File: src/rtl/spm_ex_loader_pkg.sv
// Shared widths, field layout and FSM encoding for the scratchpad external-side loader.
package spm_ex_loader_pkg;
  localparam int EX_IN_W  = 168;
  localparam int EX_OUT_W = 128;
  localparam int A_W      = 8;
  localparam int D_W      = 32;
  localparam int NBG      = 4;
  localparam int LEN_W    = 9;

  typedef enum logic [1:0] {
    ST_IDLE,
    ST_WRITE,
    ST_READ,
    ST_DRAIN
  } state_t;

  // Scratchpad addresses wrap modulo 256.
  function automatic logic [A_W-1:0] wrap_addr(input logic [A_W-1:0] base,
                                               input logic [A_W-1:0] idx);
    return base + idx;
  endfunction
endpackage

File: src/rtl/spm_ex_loader_if.sv
// Host-side command, write-stream and read-stream signals of the loader.
interface spm_ex_loader_if;
  import spm_ex_loader_pkg::*;

  logic             cmd_valid;
  logic             cmd_ready;
  logic             cmd_dir;
  logic [1:0]       cmd_bg;
  logic [A_W-1:0]   cmd_base;
  logic [LEN_W-1:0] cmd_len;
  logic             wdata_valid;
  logic             wdata_ready;
  logic [D_W-1:0]   wdata;
  logic             rdata_valid;
  logic             rdata_ready;
  logic [D_W-1:0]   rdata;
  logic             done;

  modport master (
    output cmd_valid, cmd_dir, cmd_bg, cmd_base, cmd_len,
    output wdata_valid, wdata, rdata_ready,
    input  cmd_ready, wdata_ready, rdata_valid, rdata, done
  );

  modport slave (
    input  cmd_valid, cmd_dir, cmd_bg, cmd_base, cmd_len,
    input  wdata_valid, wdata, rdata_ready,
    output cmd_ready, wdata_ready, rdata_valid, rdata, done
  );
endinterface

File: src/rtl/spm_rd_fifo.sv
// Show-ahead synchronous FIFO holding returned read words until the host accepts them.
module spm_rd_fifo #(
  parameter  int DEPTH  = 4,
  parameter  int DATA_W = 32,
  localparam int CW     = $clog2(DEPTH + 1),
  localparam int PW     = (DEPTH > 1) ? $clog2(DEPTH) : 1
) (
  input  logic              clk,
  input  logic              rst,
  input  logic              push_i,
  input  logic [DATA_W-1:0] din_i,
  input  logic              pop_i,
  output logic [DATA_W-1:0] dout_o,
  output logic [CW-1:0]     count_o,
  output logic              empty_o,
  output logic              full_o
);
  logic [DATA_W-1:0] mem_q [DEPTH];
  logic [PW-1:0]     wr_ptr_q, rd_ptr_q;
  logic [CW-1:0]     count_q;
  logic              push_ok, pop_ok;

  assign empty_o = (count_q == '0);
  assign full_o  = (count_q == CW'(DEPTH));
  assign count_o = count_q;
  assign dout_o  = mem_q[rd_ptr_q];
  assign push_ok = push_i & ~full_o;
  assign pop_ok  = pop_i & ~empty_o;

  always_ff @(posedge clk) begin
    if (push_ok) mem_q[wr_ptr_q] <= din_i;
  end

  always_ff @(posedge clk or posedge rst) begin
    if (rst) begin
      wr_ptr_q <= '0;
      rd_ptr_q <= '0;
      count_q  <= '0;
    end else begin
      if (push_ok) wr_ptr_q <= (wr_ptr_q == PW'(DEPTH - 1)) ? '0 : wr_ptr_q + PW'(1);
      if (pop_ok)  rd_ptr_q <= (rd_ptr_q == PW'(DEPTH - 1)) ? '0 : rd_ptr_q + PW'(1);
      unique case ({push_ok, pop_ok})
        2'b10:   count_q <= count_q + CW'(1);
        2'b01:   count_q <= count_q - CW'(1);
        default: count_q <= count_q;
      endcase
    end
  end
endmodule

File: src/rtl/spm_ex_loader.sv
// Serialises host burst commands into single-word scratchpad external-port accesses
// and streams read data back through a credit-limited return FIFO.
module spm_ex_loader
  import spm_ex_loader_pkg::*;
#(
  parameter int RD_LAT     = 1,
  parameter int FIFO_DEPTH = 4
) (
  input  logic                clk,
  input  logic                rst,
  spm_ex_loader_if.slave      bus,
  output logic [EX_IN_W-1:0]  ex_in_bus,
  input  logic [EX_OUT_W-1:0] ex_out_bus
);
  localparam int CW = $clog2(FIFO_DEPTH + 1);

  state_t                   state_q, state_d;
  logic [1:0]               bg_q, bg_d;
  logic [A_W-1:0]           base_q, base_d;
  logic [LEN_W-1:0]         len_q, len_d;
  logic [LEN_W-1:0]         idx_q, idx_d;
  logic [LEN_W-1:0]         ocnt_q, ocnt_d;
  logic [NBG-1:0]           wen_q, wen_d, ren_q, ren_d;
  logic [NBG-1:0][A_W-1:0]  addr_q, addr_d;
  logic [NBG-1:0][D_W-1:0]  data_q, data_d;
  logic                     done_q, done_d;
  logic [RD_LAT-1:0]        sr_q;

  logic [NBG-1:0][D_W-1:0]  out_lanes;
  logic                     fifo_push, fifo_pop, fifo_empty, fifo_full;
  logic [D_W-1:0]           fifo_dout;
  logic [CW-1:0]            fifo_count;
  logic [31:0]              occ;
  logic                     credit_ok;

  assign out_lanes = ex_out_bus;
  assign ex_in_bus = {wen_q, ren_q, addr_q, data_q};
  assign fifo_push = sr_q[RD_LAT-1] & ~fifo_full;
  assign fifo_pop  = ~fifo_empty & bus.rdata_ready;

  assign bus.cmd_ready   = (state_q == ST_IDLE) & ~rst;
  assign bus.wdata_ready = (state_q == ST_WRITE);
  assign bus.rdata_valid = ~fifo_empty;
  assign bus.rdata       = fifo_dout;
  assign bus.done        = done_q;

  spm_rd_fifo #(.DEPTH(FIFO_DEPTH), .DATA_W(D_W)) u_rd_fifo (
    .clk     (clk),
    .rst     (rst),
    .push_i  (fifo_push),
    .din_i   (out_lanes[bg_q]),
    .pop_i   (fifo_pop),
    .dout_o  (fifo_dout),
    .count_o (fifo_count),
    .empty_o (fifo_empty),
    .full_o  (fifo_full)
  );

  // Every read on the bus or in the latency pipe already owns a FIFO slot.
  always_comb begin
    occ = 32'(fifo_count) + 32'(|ren_q);
    for (int k = 0; k < RD_LAT; k++) occ = occ + 32'(sr_q[k]);
    credit_ok = (occ < 32'(FIFO_DEPTH));
  end

  always_comb begin
    state_d = state_q;
    bg_d    = bg_q;
    base_d  = base_q;
    len_d   = len_q;
    idx_d   = idx_q;
    ocnt_d  = fifo_pop ? ocnt_q + LEN_W'(1) : ocnt_q;
    wen_d   = '0;
    ren_d   = '0;
    addr_d  = '0;
    data_d  = '0;
    done_d  = 1'b0;
    unique case (state_q)
      ST_IDLE: begin
        if (bus.cmd_valid) begin
          bg_d   = bus.cmd_bg;
          base_d = bus.cmd_base;
          len_d  = bus.cmd_len;
          idx_d  = '0;
          ocnt_d = '0;
          if (bus.cmd_len == '0) done_d  = 1'b1;
          else                   state_d = bus.cmd_dir ? ST_READ : ST_WRITE;
        end
      end
      ST_WRITE: begin
        if (bus.wdata_valid) begin
          wen_d[bg_q]  = 1'b1;
          addr_d[bg_q] = wrap_addr(base_q, idx_q[A_W-1:0]);
          data_d[bg_q] = bus.wdata;
          idx_d        = idx_q + LEN_W'(1);
          if (idx_q == len_q - LEN_W'(1)) begin
            done_d  = 1'b1;
            state_d = ST_IDLE;
          end
        end
      end
      ST_READ: begin
        if (credit_ok) begin
          ren_d[bg_q]  = 1'b1;
          addr_d[bg_q] = wrap_addr(base_q, idx_q[A_W-1:0]);
          idx_d        = idx_q + LEN_W'(1);
          if (idx_q == len_q - LEN_W'(1)) state_d = ST_DRAIN;
        end
      end
      ST_DRAIN: begin
        if (fifo_pop && (ocnt_q == len_q - LEN_W'(1))) begin
          done_d  = 1'b1;
          state_d = ST_IDLE;
        end
      end
      default: state_d = ST_IDLE;
    endcase
  end

  always_ff @(posedge clk or posedge rst) begin
    if (rst) begin
      state_q <= ST_IDLE;
      bg_q    <= '0;
      base_q  <= '0;
      len_q   <= '0;
      idx_q   <= '0;
      ocnt_q  <= '0;
      wen_q   <= '0;
      ren_q   <= '0;
      addr_q  <= '0;
      data_q  <= '0;
      done_q  <= 1'b0;
      sr_q    <= '0;
    end else begin
      state_q <= state_d;
      bg_q    <= bg_d;
      base_q  <= base_d;
      len_q   <= len_d;
      idx_q   <= idx_d;
      ocnt_q  <= ocnt_d;
      wen_q   <= wen_d;
      ren_q   <= ren_d;
      addr_q  <= addr_d;
      data_q  <= data_d;
      done_q  <= done_d;
      sr_q[0] <= |ren_q;
      for (int k = 1; k < RD_LAT; k++) sr_q[k] <= sr_q[k-1];
    end
  end
endmodule
File: src/flat_wrapper.sv
// flat-port wrapper written by rule: the top's interface ports become plain ports
module spm_ex_loader_flat import spm_ex_loader_pkg::*;
#(
  parameter int RD_LAT     = 1,
  parameter int FIFO_DEPTH = 4
)
  (clk, rst, ex_in_bus, ex_out_bus, bus_cmd_valid, bus_cmd_dir, bus_cmd_bg, bus_cmd_base, bus_cmd_len, bus_wdata_valid, bus_wdata, bus_rdata_ready, bus_cmd_ready, bus_wdata_ready, bus_rdata_valid, bus_rdata, bus_done);
  spm_ex_loader_if bus_i ();
  input  logic clk;
  input  logic rst;
  output logic [EX_IN_W-1:0] ex_in_bus;
  input  logic [EX_OUT_W-1:0] ex_out_bus;
  input wire logic [$bits(bus_i.cmd_valid)-1:0] bus_cmd_valid;
  input wire logic [$bits(bus_i.cmd_dir)-1:0] bus_cmd_dir;
  input wire logic [$bits(bus_i.cmd_bg)-1:0] bus_cmd_bg;
  input wire logic [$bits(bus_i.cmd_base)-1:0] bus_cmd_base;
  input wire logic [$bits(bus_i.cmd_len)-1:0] bus_cmd_len;
  input wire logic [$bits(bus_i.wdata_valid)-1:0] bus_wdata_valid;
  input wire logic [$bits(bus_i.wdata)-1:0] bus_wdata;
  input wire logic [$bits(bus_i.rdata_ready)-1:0] bus_rdata_ready;
  output wire logic [$bits(bus_i.cmd_ready)-1:0] bus_cmd_ready;
  output wire logic [$bits(bus_i.wdata_ready)-1:0] bus_wdata_ready;
  output wire logic [$bits(bus_i.rdata_valid)-1:0] bus_rdata_valid;
  output wire logic [$bits(bus_i.rdata)-1:0] bus_rdata;
  output wire logic [$bits(bus_i.done)-1:0] bus_done;
  assign bus_i.cmd_valid = bus_cmd_valid;
  assign bus_i.cmd_dir = bus_cmd_dir;
  assign bus_i.cmd_bg = bus_cmd_bg;
  assign bus_i.cmd_base = bus_cmd_base;
  assign bus_i.cmd_len = bus_cmd_len;
  assign bus_i.wdata_valid = bus_wdata_valid;
  assign bus_i.wdata = bus_wdata;
  assign bus_i.rdata_ready = bus_rdata_ready;
  assign bus_cmd_ready = bus_i.cmd_ready;
  assign bus_wdata_ready = bus_i.wdata_ready;
  assign bus_rdata_valid = bus_i.rdata_valid;
  assign bus_rdata = bus_i.rdata;
  assign bus_done = bus_i.done;
  spm_ex_loader #(.RD_LAT(RD_LAT), .FIFO_DEPTH(FIFO_DEPTH)) u_core (.clk(clk), .rst(rst), .bus(bus_i), .ex_in_bus(ex_in_bus), .ex_out_bus(ex_out_bus));
endmodule
File: config.mk
export PLATFORM = sky130hd
export DESIGN_NAME = spm_ex_loader_flat
export DESIGN_NICKNAME = d
export VERILOG_FILES = /design/src/rtl/spm_ex_loader_pkg.sv /design/src/rtl/spm_ex_loader_if.sv /design/src/rtl/spm_rd_fifo.sv /design/src/rtl/spm_ex_loader.sv /design/src/flat_wrapper.sv
export SDC_FILE = /design/constraint.sdc
export NUM_CORES = 1
export LEC_CHECK = 0
export ABC_AREA = 1
export CAP_MARGIN = 20
export CORE_MARGIN = 5
export CORE_UTILIZATION = 44
export DETAILED_ROUTE_END_ITERATION = 8
export MAX_ROUTING_LAYER = met4
export PLACE_DENSITY_LB_ADDON = 0.05
export SYNTH_ARGS = -nofsm -noshare
export SYNTH_HDL_FRONTEND = slang
export SYNTH_HIERARCHICAL = 1
export SYNTH_SLANG_ARGS = --single-unit
File: constraint.sdc
create_clock -name clk -period 7.59 [get_ports clk]
set_input_delay 1.518 -clock clk [delete_from_list [all_inputs] [get_ports clk]]
set_output_delay 1.518 -clock clk [all_outputs]
set_load 0.02 [all_outputs]
Word level (Yosys, flattened, before mapping)
Memories as Yosys holds them, arrays and structs flattened.
Index checks and enable logic that the tools add are counted.
- input port bits: 185
- bits in registers: 216
- bits in writable memories: 128
- memories: 1
- output and inout bits: 204
- word-level logic and storage cells: 117
- memories (name ; words ; width ; rd ports ; clocked after Yosys merged registers in ; wr ports ; RTL line ; text):
    u_core.u_rd_fifo.mem_q ; 4 ; 32 ; 1 ; 0 ; 1 ; spm_rd_fifo.sv:18 ; logic [DATA_W-1:0] mem_q [DEPTH];
- reduce and logical (&&, ||, !) cells: 11
- bitwise logic cells: 10
- $lt $le $gt $ge: 3
- equality and inequality tests: 17
- multiplexer cells: 44
- $add $sub $neg: 10
- operators with widths (kind ; number):
    128-bit 2-to-1 mux ; 2
    128-bit AND ; 1
    32-bit 2-to-1 mux ; 4
    32-bit binary-select mux with 2-bit select ; 1
    32-bit demux with 2-bit select ; 1
    32-bit one-hot mux with 2 select lines ; 1
    9-bit 2-to-1 mux ; 6
    32-bit by 1-bit adder with 32-bit output ; 1
    32-bit AND ; 1
    32-bit by 3-bit less-than comparator with 1-bit output (second input constant) ; 1
    9-bit one-hot mux with 3 select lines ; 1
    2-bit 2-to-1 mux ; 10
    9-bit by 1-bit adder with 9-bit output (second input constant) ; 2
    9-bit equality test ; 2
    8-bit demux with 2-bit select ; 1
    4-bit 2-to-1 mux ; 4
    2-bit equality test (second input constant) ; 5
    9-bit logical NOT ; 1
    9-bit by 1-bit subtractor with 9-bit output (second input constant) ; 1
    8-bit adder ; 1
    1-bit 2-to-1 mux ; 8
    8-bit 2-to-1 mux ; 1
    2-bit by 1-bit != test with 1-bit output (second input constant) ; 4
    2-bit one-hot mux with 4 select lines ; 1
    23 further kinds ; 34

Logic depth before layout (Yosys ltp)
Gate-level depths: netlist of run 1.
- depth in word-level cells: 7
- depth in mapped cells: 16
- gate-level depth less buffers: 16

Cells and area by module
The synthesis of run 1 kept the hierarchy.
- modules (own cells, without submodules) (module ; area an instance (sq um) ; cells each ; instances):
    spm_ex_loader ; 8735.9 ; 953 ; 1
    spm_rd_fifo ; 5497.8 ; 435 ; 1

Worst setup path before layout of run 1
OpenSTA, ideal clock, no wires.
- kind: input to output
- from: in rst
- to: out bus_cmd_ready
- path buffers: 0
- data arrival time: 1.811 ns
- stages: 1
- path slack: 4.261 ns
- cells stage by stage: nor2_1
- word-level cells in the longest chain between the ends: 2
- ends and longest elaborated chain (item ; RTL line ; text):
    start, declared ; flat_wrapper.sv:10 ; input logic rst;
    1-bit NOT ; spm_ex_loader.sv:41 ; assign bus.cmd_ready = (state_q == ST_IDLE) & ~rst;
    1-bit AND ; spm_ex_loader.sv:41 ;
    end, declared ; flat_wrapper.sv:21 ; output wire logic [$bits(bus_i.cmd_ready)-1:0] bus_cmd_ready;
Every way passes these cells.

Worst setup path in the final report of run 1
Ends and elaborated chain as after synthesis.

==> results of run 1 <==
cells in the final DEF (no fill, tap or decap), types with 12 or more instances in the layout:
cell type and count:
nor2_1 205, o21ai_0 20, a22oi_1 32, o211ai_1 65
clkbuf_16 40, nand3_1 140, nor2_2 12, clkdlybuf4s50_1 388
nand2_1 233, inv_2 13, edfxtp_1 128, dfrtp_1 214
inv_1 166, o21ai_1 12, ha_1 21, nand4_1 13
power groups by stage:
stage	Clock (W)	Combinational (W)	Sequential [W]
2_1_floorplan	0	0.00150	0.00248
3_3_place_gp	0	0.00238	0.00253
4_1_cts	0.00176	0.00250	0.00244
5_1_grt	0.00185	0.00272	0.00247
6_report	0.00171	0.00247	0.00244
3_5_place_dp	0	0.00249	0.00248
cells in the mapped netlist (all sizes together):
master  instances  area [um^2]
o21ai          32          160
nor4            2         12.5
nand2         240          918
xnor2           2         17.5
edfxtp        128         3840
a22oi          32          240
ha             21          263
inv           180          676
nand4          13         81.3
buf            24          121
a21oi           7         50.1
nor2          220          866
a21o            1         7.51
nor3            7         35.0
or2             2         12.5
nand3         144          741
clkbuf         35          131
o211ai         65          488
dfrtp         216         5410
nor3b           1         7.51
xor2            9         78.8
fa              2         40.0
nand3b          5         37.5
logic make-up (layout without fill, tap and decap cells):
group,count (synthesis),count (layout)
other,0,2
buffers and inverters,239,640
adder cells (fa/ha/maj),23,23
XOR/XNOR,11,11
flip-flops,344,344
AO/OA/AOI/OAI,137,137
AND/OR/NAND/NOR,634,634
per-stage QoR:
| step | area [um^2] | hold slack [ns] | setup WS [ns] |
|---|---|---|---|
| 6_report | 19700 | 0.489 | 3.26 |
| 5_1_grt | 19700 | 0.518 | 3.22 |
| 4_1_cts | 19700 | 0.495 | 3.26 |
| 3_5_place_dp | 18500 | 0.477 | 3.27 |
| 3_3_place_gp | 18500 | 0.478 | 3.25 |
| 2_1_floorplan | 14200 | 0.455 | 0.363 |
path summary, 6_finish.rpt:
kind,start,endpoint,cells past startpoint,slack [ns]
max in group asynchronous,rst,u_core/ren_q[0],4,4.86
min,u_core/base_q[6],u_core/base_q[6],2,0.49
max,rst,bus_cmd_ready,3,3.26
min reg2reg,u_core/base_q[6],u_core/base_q[6],2,0.49
max reg2reg,u_core/bg_q[1],u_core/ex_in_bus[135],8,4.81
min in group asynchronous,rst,u_core/u_rd_fifo/count_o[0],2,1.49
registers in the layout, indices dropped and copies added, names as in the netlist, 2 cells and up:
| signal | count |
|---|---|
| u_core/u_rd_fifo/mem_q | 128 |
| u_core/state_q | 2 |
| u_core/idx_q | 9 |
| u_core/ocnt_q | 9 |
| u_core/u_rd_fifo/wr_ptr_q | 2 |
| u_core/u_rd_fifo/count_o | 3 |
| u_core/u_rd_fifo/rd_ptr_q | 2 |
| u_core/bg_q | 2 |
| u_core/wen_q | 4 |
| u_core/ex_in_bus | 160 |
| u_core/base_q | 8 |
| u_core/len_q | 9 |
| u_core/ren_q | 4 |
worst max-delay path, delay by kind of cell:
kind          cells  cell delay [ns]
simple gates      1             0.16
buf+inv           2             1.13
routing by layer:
metal | track usage [%] | vias to the layer above
met5 | - | -
met4 | 7.04 | 0
met3 | 5.30 | 63
met2 | 38.3 | 348
met1 | 26.5 | 5248
li1 | - | 5314
cell type report:
cell class / instances / area, um^2 / area share [%]
clock inverter: 12 / 87.6 / 0.444
sequential: 344 / 9250 / 47.0
multi-input combinational: 805 / 4070 / 20.6
inverter: 180 / 683 / 3.47
tap: 402 / 503 / 2.55
antenna: 2 / 5.00 / 0.0254
timing repair buffer: 400 / 4010 / 20.4
clock buffer: 48 / 1090 / 5.54
==> key figures, run 1 <==
Pwr
  – P_int: approximately 0.0042 W
  – PwrDens: 336 nW/um^2
  – Switching share of total power: 36.7%
  – Sequential share of power: around 37%
  – Maximum vdd ir drop: between 0.2 and 0.25 mV
  – Sw Pwr: approximately 0.0024 W
  – Leakage power: 8.77 nW
  – Clock power frac: around a quarter
  – Pwr Total: 0.00662 W
  – Combinational share of power: between 30% and 40%

Drt
  – DRT iter0 DRCs: 676
  – Drt drc: 0
  – WL per Instance: around 18 um
  – WL met1: approximately 16 mm
  – TritonRoute pass-1 iters: 7
  – Routed vias: about 11000
  – Final WL: ~40 mm
  – Via/cell ratio: about 5.0
  – Met3 wire len: between 2 and 3 mm
  – Top sig layer: met4
  – Final ANT Viol Nets: 0
  – Met2 Routed Length: about 20 mm

GRT
  – Pin count of the biggest net entering global routing: 130
  – GRT Total Usage: between 20% and 30%
  – First-pass GRT wire length: 61.8 mm
  – Number of global-route vias before repair: approximately 11000
  – Initial antenna violation count: 2
  – GRT overflow: 0

STA
  – Tmin final: ~4.3 ns
  – Slew @ Worst Pin: 0.872 ns
  – Fin crit share: 57.1%
  – Setup TNS: 0 ns
  – Hold Vio Cnt, Final: 0
  – Max-slew headroom: about two fifths
  – Max Slew Vio Count: 0
  – Peak Freq: around 0.23 GHz
  – Clock Skew: ~0.011 ns
  – # setup viols final: 0
  – RSZ-0062 raised after global routing: no

Floorplan
  – Placeable Area: roughly 32000 um^2
  – Die width: 190 um
  – I/O pins: 389
  – Starting Density: ~45%
  – Die area: approximately 36000 um^2
  – Row cnt: 65
  – Die Height: around 190 um

Synth
  – Distinct cells, synth: 33
  – Syn_nets: roughly 1600
  – Sequential fraction of the synthesis area: between 60% and 70%
  – Synth Area in Compound Gates: 6.65%
  – Post-synthesis simple-gate area fraction: a little under a fifth
  – Synthesized instance count: between 1000 and 1500
  – #FFs+latches synth: between 300 and 400
  – Syn_area_per_cell: about 10 um^2
  – Post-synthesis mux area share: 0%
  – Netlist Area Pre-Place: ~14000 um^2
  – Main combinational cell family by area after synthesis: simple AND/OR/NAND/NOR gates
  – Synth Area in Adders: under 10%
  – Ys Warns: 6
  – XOR/XNOR Fraction of Synth Area: less than 1%

Worst setup path
  – Critical path capture point type: output pin
  – Startpoint Class: input pin
  – Slowest cell on crit path: clkdlybuf4s50_1
  – Crit-path max FO: 3
  – Most used cell, CP: clkdlybuf4s50_1
  – Worst path max stage delay: 0.61 ns
  – Critical path class: input pin to output pin
  – Worst EP arrival: around 2.8 ns
  – Worst endpoint required time: around 6.1 ns
  – Critical path, cell by cell: clkdlybuf4s50_1 > nor2_1 > clkdlybuf4s50_1

CTS
  – Num Clock Sinks: 344
  – CTS buffer count: 37
  – Post-cts resize count: 0
  – Clock buffer depth: 3
  – Worst skew pair latency: ~0.5 ns
  – CTS Root Cell: clkbuf_16
  – TritonCTS clock tree: built
  – CTS clk-pin slew, worst paths: ~0.05 ns
  – Post-CTS Setup Repair Bufs: 0
  – Hold_buf cts: 0
  – H-tree Lvls: 2

Placed design
  – RePlAce Congestion: roughly 0.86
  – Number of port buffers: approximately 390
  – Detail Placement HPWL: 28.4 mm
  – Dpl cells: approximately 2100

Layout
  – Core Util, Final: just over 60%
  – Nets: ~2000
  – # fillers: between 2000 and 3000
  – Post-Layout Cell Count: between 2000 and 2500
  – Share of cells above drive strength 1: 6.20%
  – Synth-to-Final Area Change: 38.4%

Run
  – MaxCap Viol Count: 0

Run status
  – Run status: finished, final reports clean

Worst hold path
  – Hold WC Path Type: flop to flop
No activity file was read; power rests on OpenSTA's default activity.
==> run 2: changes to the inputs <==
Clock period 7.59 ns to 3.5 ns, I/O delays scaled along.
==> run 2 against run 1 <==
Effect of this change:
- critical path depth is 1 higher
- non-clock buffer count grew 10
- sequential share of layout area fell by 0.37 points
- combinational power grew 120%
- routed wire length is 0.87% higher
- sequential cell count unchanged
- count of clock-buffer cells in the layout is 1 lower
- core utilization is 0.50 points higher
- largest cell class unchanged
==> key figures, run 2 (synthesis gave the netlist of run 1 again) <==
Worst setup path
  – Worst EP arrival: 2.50 ns (-0.31 ns)
  – Worst path max stage delay: 0.71 ns (+0.10 ns)
  – R2R depth: 13 (+5)
  – Startpoint Class: flop
  – CP Depth: 4 (+1)
  – Critical path class: flop to output pin
  – WP buf/inv: 2 (unchanged)
  – Critical path, cell by cell: buf_4 > o211ai_1 > nand2_1 > clkdlybuf4s50_1
  – Largest delay share family, worst path: buffers and inverters
  – Crit-path max FO: 44 (+41)
  – Critical path capture point type: output pin
  – Slowest cell on crit path: dfrtp_4
  – Worst endpoint required time: 2.80 ns (-3.27 ns)

Pwr
  – Pwr Total: 0.0146 W (+120%)
  – Sequential share of power: 36.2% (-0.7 points)
  – Maximum vdd ir drop: 0.435 mV (+120%)
  – Clock power frac: 26.4% (+0.5 points)
  – Switching share of total power: 36.9% (+0.18 points)
  – P_int: 0.00923 W (+120%)
  – PwrDens: 736 nW/um^2 (+120%)
  – Sw Pwr: 0.00539 W (+120%)
  – Leakage power: 8.85 nW (+0.91%)
  – Combinational share of power: 37.4% (about the same)

CTS
  – CTS buffer count: 37 (unchanged)
  – CTS clk-pin slew, worst paths: 0.06 ns (about the same)
  – H-tree Lvls: 2 (unchanged)
  – TritonCTS clock tree: built
  – Post-cts resize count: 0 (unchanged)
  – CTS Root Cell: clkbuf_16
  – Post-CTS Setup Repair Bufs: 0 (unchanged)
  – Num Clock Sinks: 344 (unchanged)
  – Worst skew pair latency: 0.51 ns (about the same)
  – Hold_buf cts: 0 (unchanged)
  – Clock buffer depth: 3 (unchanged)

Drt
  – DRT iter0 DRCs: 548 (-19%)
  – TritonRoute pass-1 iters: 5 (-2)
  – Final ANT Viol Nets: 0 (unchanged)
  – WL per Instance: 18.2 um (+0.14%)
  – Final WL: 40.3 mm (+0.87%)
  – Drt drc: 0 (unchanged)
  – Via/cell ratio: 4.97 (-0.72%)
  – Routed vias: 11000 (+0.0091%)

GRT
  – Met3 Usage GRT: 5.60% (+0.29 points)
  – GRT Total Usage: 22.6% (+0.14 points)
  – M1 GR Usage: 26.4% (-0.058 points)
  – Pin count of the biggest net entering global routing: 79 (-39%)
  – GR peak layer: met2
  – GRT overflow: 0 (unchanged)
  – First-pass GRT wire length: 62.3 mm (+0.80%)
  – Initial antenna violation count: 1 (-1)
  – Grt met2 use: 38.7% (+0.40 points)
  – Number of global-route vias before repair: 11300 (+2.0%)

Run status
  – Run status: finished, final reports clean

STA
  – Clock Skew: 0.0138 ns (+0.00288 ns)
  – Slew @ Worst Pin: 0.880 ns (+0.00795 ns)
  – Setup TNS: 0 ns (unchanged)
  – Setup WS post-layout: 0.304 ns (-2.96 ns)
  – Fin crit share: 91.3%
  – Peak Freq: about 0.31 GHz
  – RSZ-0062 raised after global routing: no
  – Hold Vio Cnt, Final: 0 (unchanged)
  – Max-slew headroom: 41.3% (-0.59 points)
  – # setup viols final: 0 (unchanged)
  – Tmin final: between 3 and 4 ns
  – Max Slew Vio Count: 0 (unchanged)

Floorplan
  – Row cnt: 65 (unchanged)
  – I/O pins: 389 (unchanged)
  – Die Height: 190 um (unchanged)
  – Die width: 190 um (unchanged)
  – Placeable Area: 31700 um^2 (unchanged)
  – Die area: 36000 um^2 (unchanged)
  – Starting Density: 44.9% (unchanged)

Worst hold path
  – Hold WC Path Type: flop to flop
  – Hold Path Depth: 2 (unchanged)

Placed design
  – Number of port buffers: 388 (unchanged)
  – RePlAce Congestion: 0.850 (-1.0%)
  – Pre-CTS setup slack: 0.748 ns (-2.52 ns)
  – Detail Placement HPWL: 29.3 mm (+2.9%)

Layout
  – Nets: 1986 (+0.51%)
  – Largest register FFs: 160 (unchanged)
  – Synth-to-Final Area Change: 39.6%
  – Commonest non-fill, non-tap cell in the layout: clkdlybuf4s50_1
  – Core Util, Final: 62.6% (+0.50 points)
  – Share of cells above drive strength 1: 7.09% (+0.88 points)
  – Most frequent cells in the layout: 388 x clkdlybuf4s50_1, 233 x nand2_1, 214 x dfrtp_1, 205 x nor2_1, 166 x inv_1

Run
  – MaxCap Viol Count: 0 (unchanged)
-- run 2: cell type report --
class	count	area, um^2
fill	2576	11900
sequential	344	9250
timing repair buffer	410	4120
multi-input combinational	805	4070
clock buffer	47	1050
inverter	180	679
tap	402	503
clock inverter	20	186
antenna	1	2.50
-- run 2: power groups by stage --
stage / Clock [W] / Combinational [W] / Sequential [W]
after floorplan: 0 / 0.00326 / 0.00537
after detailed placement: 0 / 0.00553 / 0.00536
after global placement: 0 / 0.00543 / 0.00535
after global routing: 0.00414 / 0.00601 / 0.00534
final: 0.00387 / 0.00546 / 0.00529
after CTS: 0.00396 / 0.00554 / 0.00529
-- run 2: path summary, 6_finish.rpt --
kind                                              startpoint                          end  slack (ns)
worst max-delay path            u_core/u_rd_fifo/rd_ptr_q[0]                bus_rdata[20]        0.30
worst min-delay path                        u_core/base_q[6]             u_core/base_q[6]        0.49
worst max register to register   u_core/u_rd_fifo/count_o[1]  u_core/u_rd_fifo/count_o[2]        1.16
worst min register to register              u_core/base_q[6]             u_core/base_q[6]        0.49
max in group asynchronous                                rst        u_core/ex_in_bus[100]        1.93
min in group asynchronous                                rst  u_core/u_rd_fifo/count_o[0]        0.60
-- run 2: per-layer routing --
metal | vias up | share of wire (%)
li1 | 5330 | -
met1 | 5254 | 40
met2 | 316 | 50
met3 | 74 | 7.1
met4 | 0 | 3.1
met5 | - | 0
-- run 2: per-stage QoR --
step | hold WS (ns) | cell area, um^2 | cells
final | 0.490 | 19900 | 2209
after global routing | 0.521 | 19900 | 2209
after CTS | 0.493 | 19900 | 2208
after detailed placement | 0.474 | 18600 | 2141
after global placement | 0.474 | 18600 | 2141
after floorplan | 0.455 | 14200 | 1388
-- run 2: worst min-delay path: cells and delay by family, from the launching register on --
family | cells | cell delay, ns
flip-flops | 1 | 0.35
AND/OR/NAND/NOR | 2 | 0.11
==> run 3: changes to the inputs <==
Settings changed: CORE_UTILIZATION 44 to 57, DONT_BUFFER_PORTS from default to 1, HOLD_SLACK_MARGIN from default to 0.12, MAX_ROUTING_LAYER met4 to default.
==> run 3 against run 2 <==
Effect of this change:
- routed wire length decreased by 13%
- die area decreased by 22%
- sequential power increased by 3%
- maximum frequency increased by 14%
- total power decreased by 10%
- largest cell class unchanged
- largest power group is now sequential cells
==> key figures, run 3 (synthesis gave the netlist of run 1 again) <==
Run status
  – Run status: finished, final reports clean

Placed design
  – Number of port buffers: 0 (-100%)
  – RePlAce Congestion: 0.860 (+1.2%)
  – Detail Placement HPWL: 24.9 mm (-15%)
  – Pre-CTS setup slack: 1.10 ns (+0.355 ns)

CTS
  – CTS buffer count: 34 (-8.1%)
  – Num Clock Sinks: 344 (unchanged)
  – Hold_buf cts: 1 (+1)
  – CTS clk-pin slew, worst paths: 0.07 ns (about the same)
  – H-tree Lvls: 2 (unchanged)
  – TritonCTS clock tree: built
  – CTS Root Cell: clkbuf_16
  – Worst skew pair latency: 0.50 ns (about the same)
  – Post-CTS Setup Repair Bufs: 0 (unchanged)
  – Clock buffer depth: 3 (unchanged)
  – Post-cts resize count: 0 (unchanged)

STA
  – RSZ-0062 raised after global routing: no
  – # setup viols final: 0 (unchanged)
  – Setup WS post-layout: 0.698 ns (+0.395 ns)
  – Tmin final: 2.80 ns (-0.395 ns)
  – Max Slew Vio Count: 0 (unchanged)
  – Hold Vio Cnt, Final: 0 (unchanged)
  – Max-slew headroom: 37.4% (-3.9 points)
  – Slew @ Worst Pin: 0.939 ns (+0.0584 ns)
  – Hold WS: 0.229 ns (-0.261 ns)
  – Clock Skew: 0.0199 ns (+0.00617 ns)
  – Peak Freq: 0.357 GHz (+14%)
  – Fin crit share: 80.0% (-11 points)
  – Setup TNS: 0 ns (unchanged)

Drt
  – Drt drc: 0 (unchanged)
  – WL per Instance: 20.2 um (+11%)
  – Final WL: 35.0 mm (-13%)
  – Routed vias: 9510 (-13%)
  – Final ANT Viol Nets: 0 (unchanged)
  – DRT iter0 DRCs: 547 (-0.18%)
  – Via/cell ratio: 5.50 (+11%)
  – TritonRoute pass-1 iters: 5 (unchanged)

Pwr
  – P_int: 0.00807 W (-13%)
  – Switching share of total power: 38.6% (+1.7 points)
  – Maximum vdd ir drop: 0.489 mV (+13%)
  – Sw Pwr: 0.00508 W (-5.8%)
  – Leakage power: 7.31 nW (-17%)
  – Sequential share of power: 41.6% (+5.4 points)
  – PwrDens: 839 nW/um^2 (+14%)
  – Combinational share of power: 32.0% (-5.4 points)
  – Pwr Total: 0.0131 W (-10%)
  – Clock power frac: 26.4% (about the same)

Floorplan
  – Die width: 168 um (-12%)
  – Starting Density: 58.2% (+13 points)
  – Placeable Area: 24500 um^2 (-23%)
  – Die area: 28200 um^2 (-22%)
  – Die Height: 168 um (-12%)
  – Row cnt: 57 (-12%)
  – I/O pins: 389 (unchanged)

GRT
  – GRT Total Usage: 24.1% (+1.6 points)
  – Number of global-route vias before repair: 9341 (-17%)
  – Pin count of the biggest net entering global routing: 68 (-14%)
  – First-pass GRT wire length: 53.4 mm (-14%)
  – GRT overflow: 0 (unchanged)
  – Initial antenna violation count: 0 (-1)

Worst setup path
  – Crit-path max FO: 60 (+36%)
  – Worst EP arrival: 2.10 ns (-0.40 ns)
  – Startpoint Class: flop
  – R2R setup slack: 1.05 ns (-0.11 ns)
  – Worst endpoint required time: 2.80 ns (about the same)
  – Critical path class: flop to output pin
  – Critical path capture point type: output pin

Layout
  – Nets: 1591 (-20%)
  – Most frequent cells in the layout: 233 x nand2_1, 214 x dfrtp_1, 205 x nor2_1, 166 x inv_1, 140 x nand3_1
  – N_diodes: 0 (-1)
  – Largest register FFs: 160 (unchanged)
  – Share of cells above drive strength 1: 8.11% (+1.0 points)
  – Commonest non-fill, non-tap cell in the layout: nand2_1
  – Synth-to-Final Area Change: 10.1%

Worst hold path
  – Hold WC Path Type: input pin to asynchronous set/reset pin

Run
  – MaxCap Viol Count: 0 (unchanged)
-- run 3: cell types whose count changed in the layout (fill, tap and decap cells not counted), sizes merged --
cell | previous run | this run
dlygate4sd3 | 0 | 1
bufinv | 3 | 1
clkinv | 12 | 9
clkbuf | 47 | 46
clkdlybuf4s50 | 388 | 0
clkinvlp | 4 | 3
inv | 181 | 180
diode | 1 | 0
buf | 22 | 17
-- run 3: cell type report --
| cell class | count | area [um^2] |
|---|---|---|
| Inverter | 180 | 679 |
| Sequential cell | 344 | 9250 |
| Clock buffer | 46 | 978 |
| Timing Repair Buffer | 18 | 175 |
| Tap cell | 324 | 405 |
| Multi-Input combinational cell | 805 | 4090 |
| Clock inverter | 13 | 96.3 |
| Fill cell | 1932 | 8780 |
-- run 3: final timing paths --
kind / startpoint / end / cells past startpoint
max reg2reg: u_core/state_q[1] / u_core/ex_in_bus[143] / 8
min: rst / u_core/len_q[5] / 1
min reg2reg: u_core/base_q[5] / u_core/base_q[5] / 2
max in group asynchronous: rst / u_core/bus.done / 2
max: u_core/u_rd_fifo/rd_ptr_q[0] / bus_rdata[8] / 4
min in group clk: bus_cmd_base[6] / u_core/base_q[6] / 2
-- run 3: power by group through the flow --
stage	clock network (W)	registers, W	logic (W)
6_report	0.00347	0.00547	0.00420
5_1_grt	0.00374	0.00553	0.00472
4_1_cts	0.00355	0.00548	0.00423
3_5_place_dp	0	0.00555	0.00421
3_3_place_gp	0	0.00554	0.00412
2_1_floorplan	0	0.00537	0.00326
-- run 3: per-layer routing --
| layer | part of all wire, % | up-vias | track usage [%] | routed length [um] |
|---|---|---|---|---|
| li1 | - | 4535 | - | - |
| met1 | 39 | 4548 | 30.1 | 13700 |
| met2 | 50 | 367 | 41.6 | 17500 |
| met3 | 7.8 | 60 | 6.28 | 2730 |
| met4 | 3.1 | 0 | 7.52 | 1100 |
| met5 | 0 | - | 0 | 0 |
-- run 3: worst max-delay path, cell delays in order (launching register included) --
cell and delay (ns):
dfrtp_4 0.80, buf_4 0.39, nand2_1 0.10, o211ai_1 0.10, nand2_1 0.21
-- run 3: per-stage QoR --
| step | util, % | std cells | cell area (um^2) |
|---|---|---|---|
| floorplan | - | 1388 | 14200 |
| global placement | 59.7 | 1670 | 14600 |
| detailed placement | 59.7 | 1670 | 14600 |
| CTS | 64.1 | 1730 | 15700 |
| global route | 64.1 | 1730 | 15700 |
| finish | 64.1 | 1730 | 15700 |
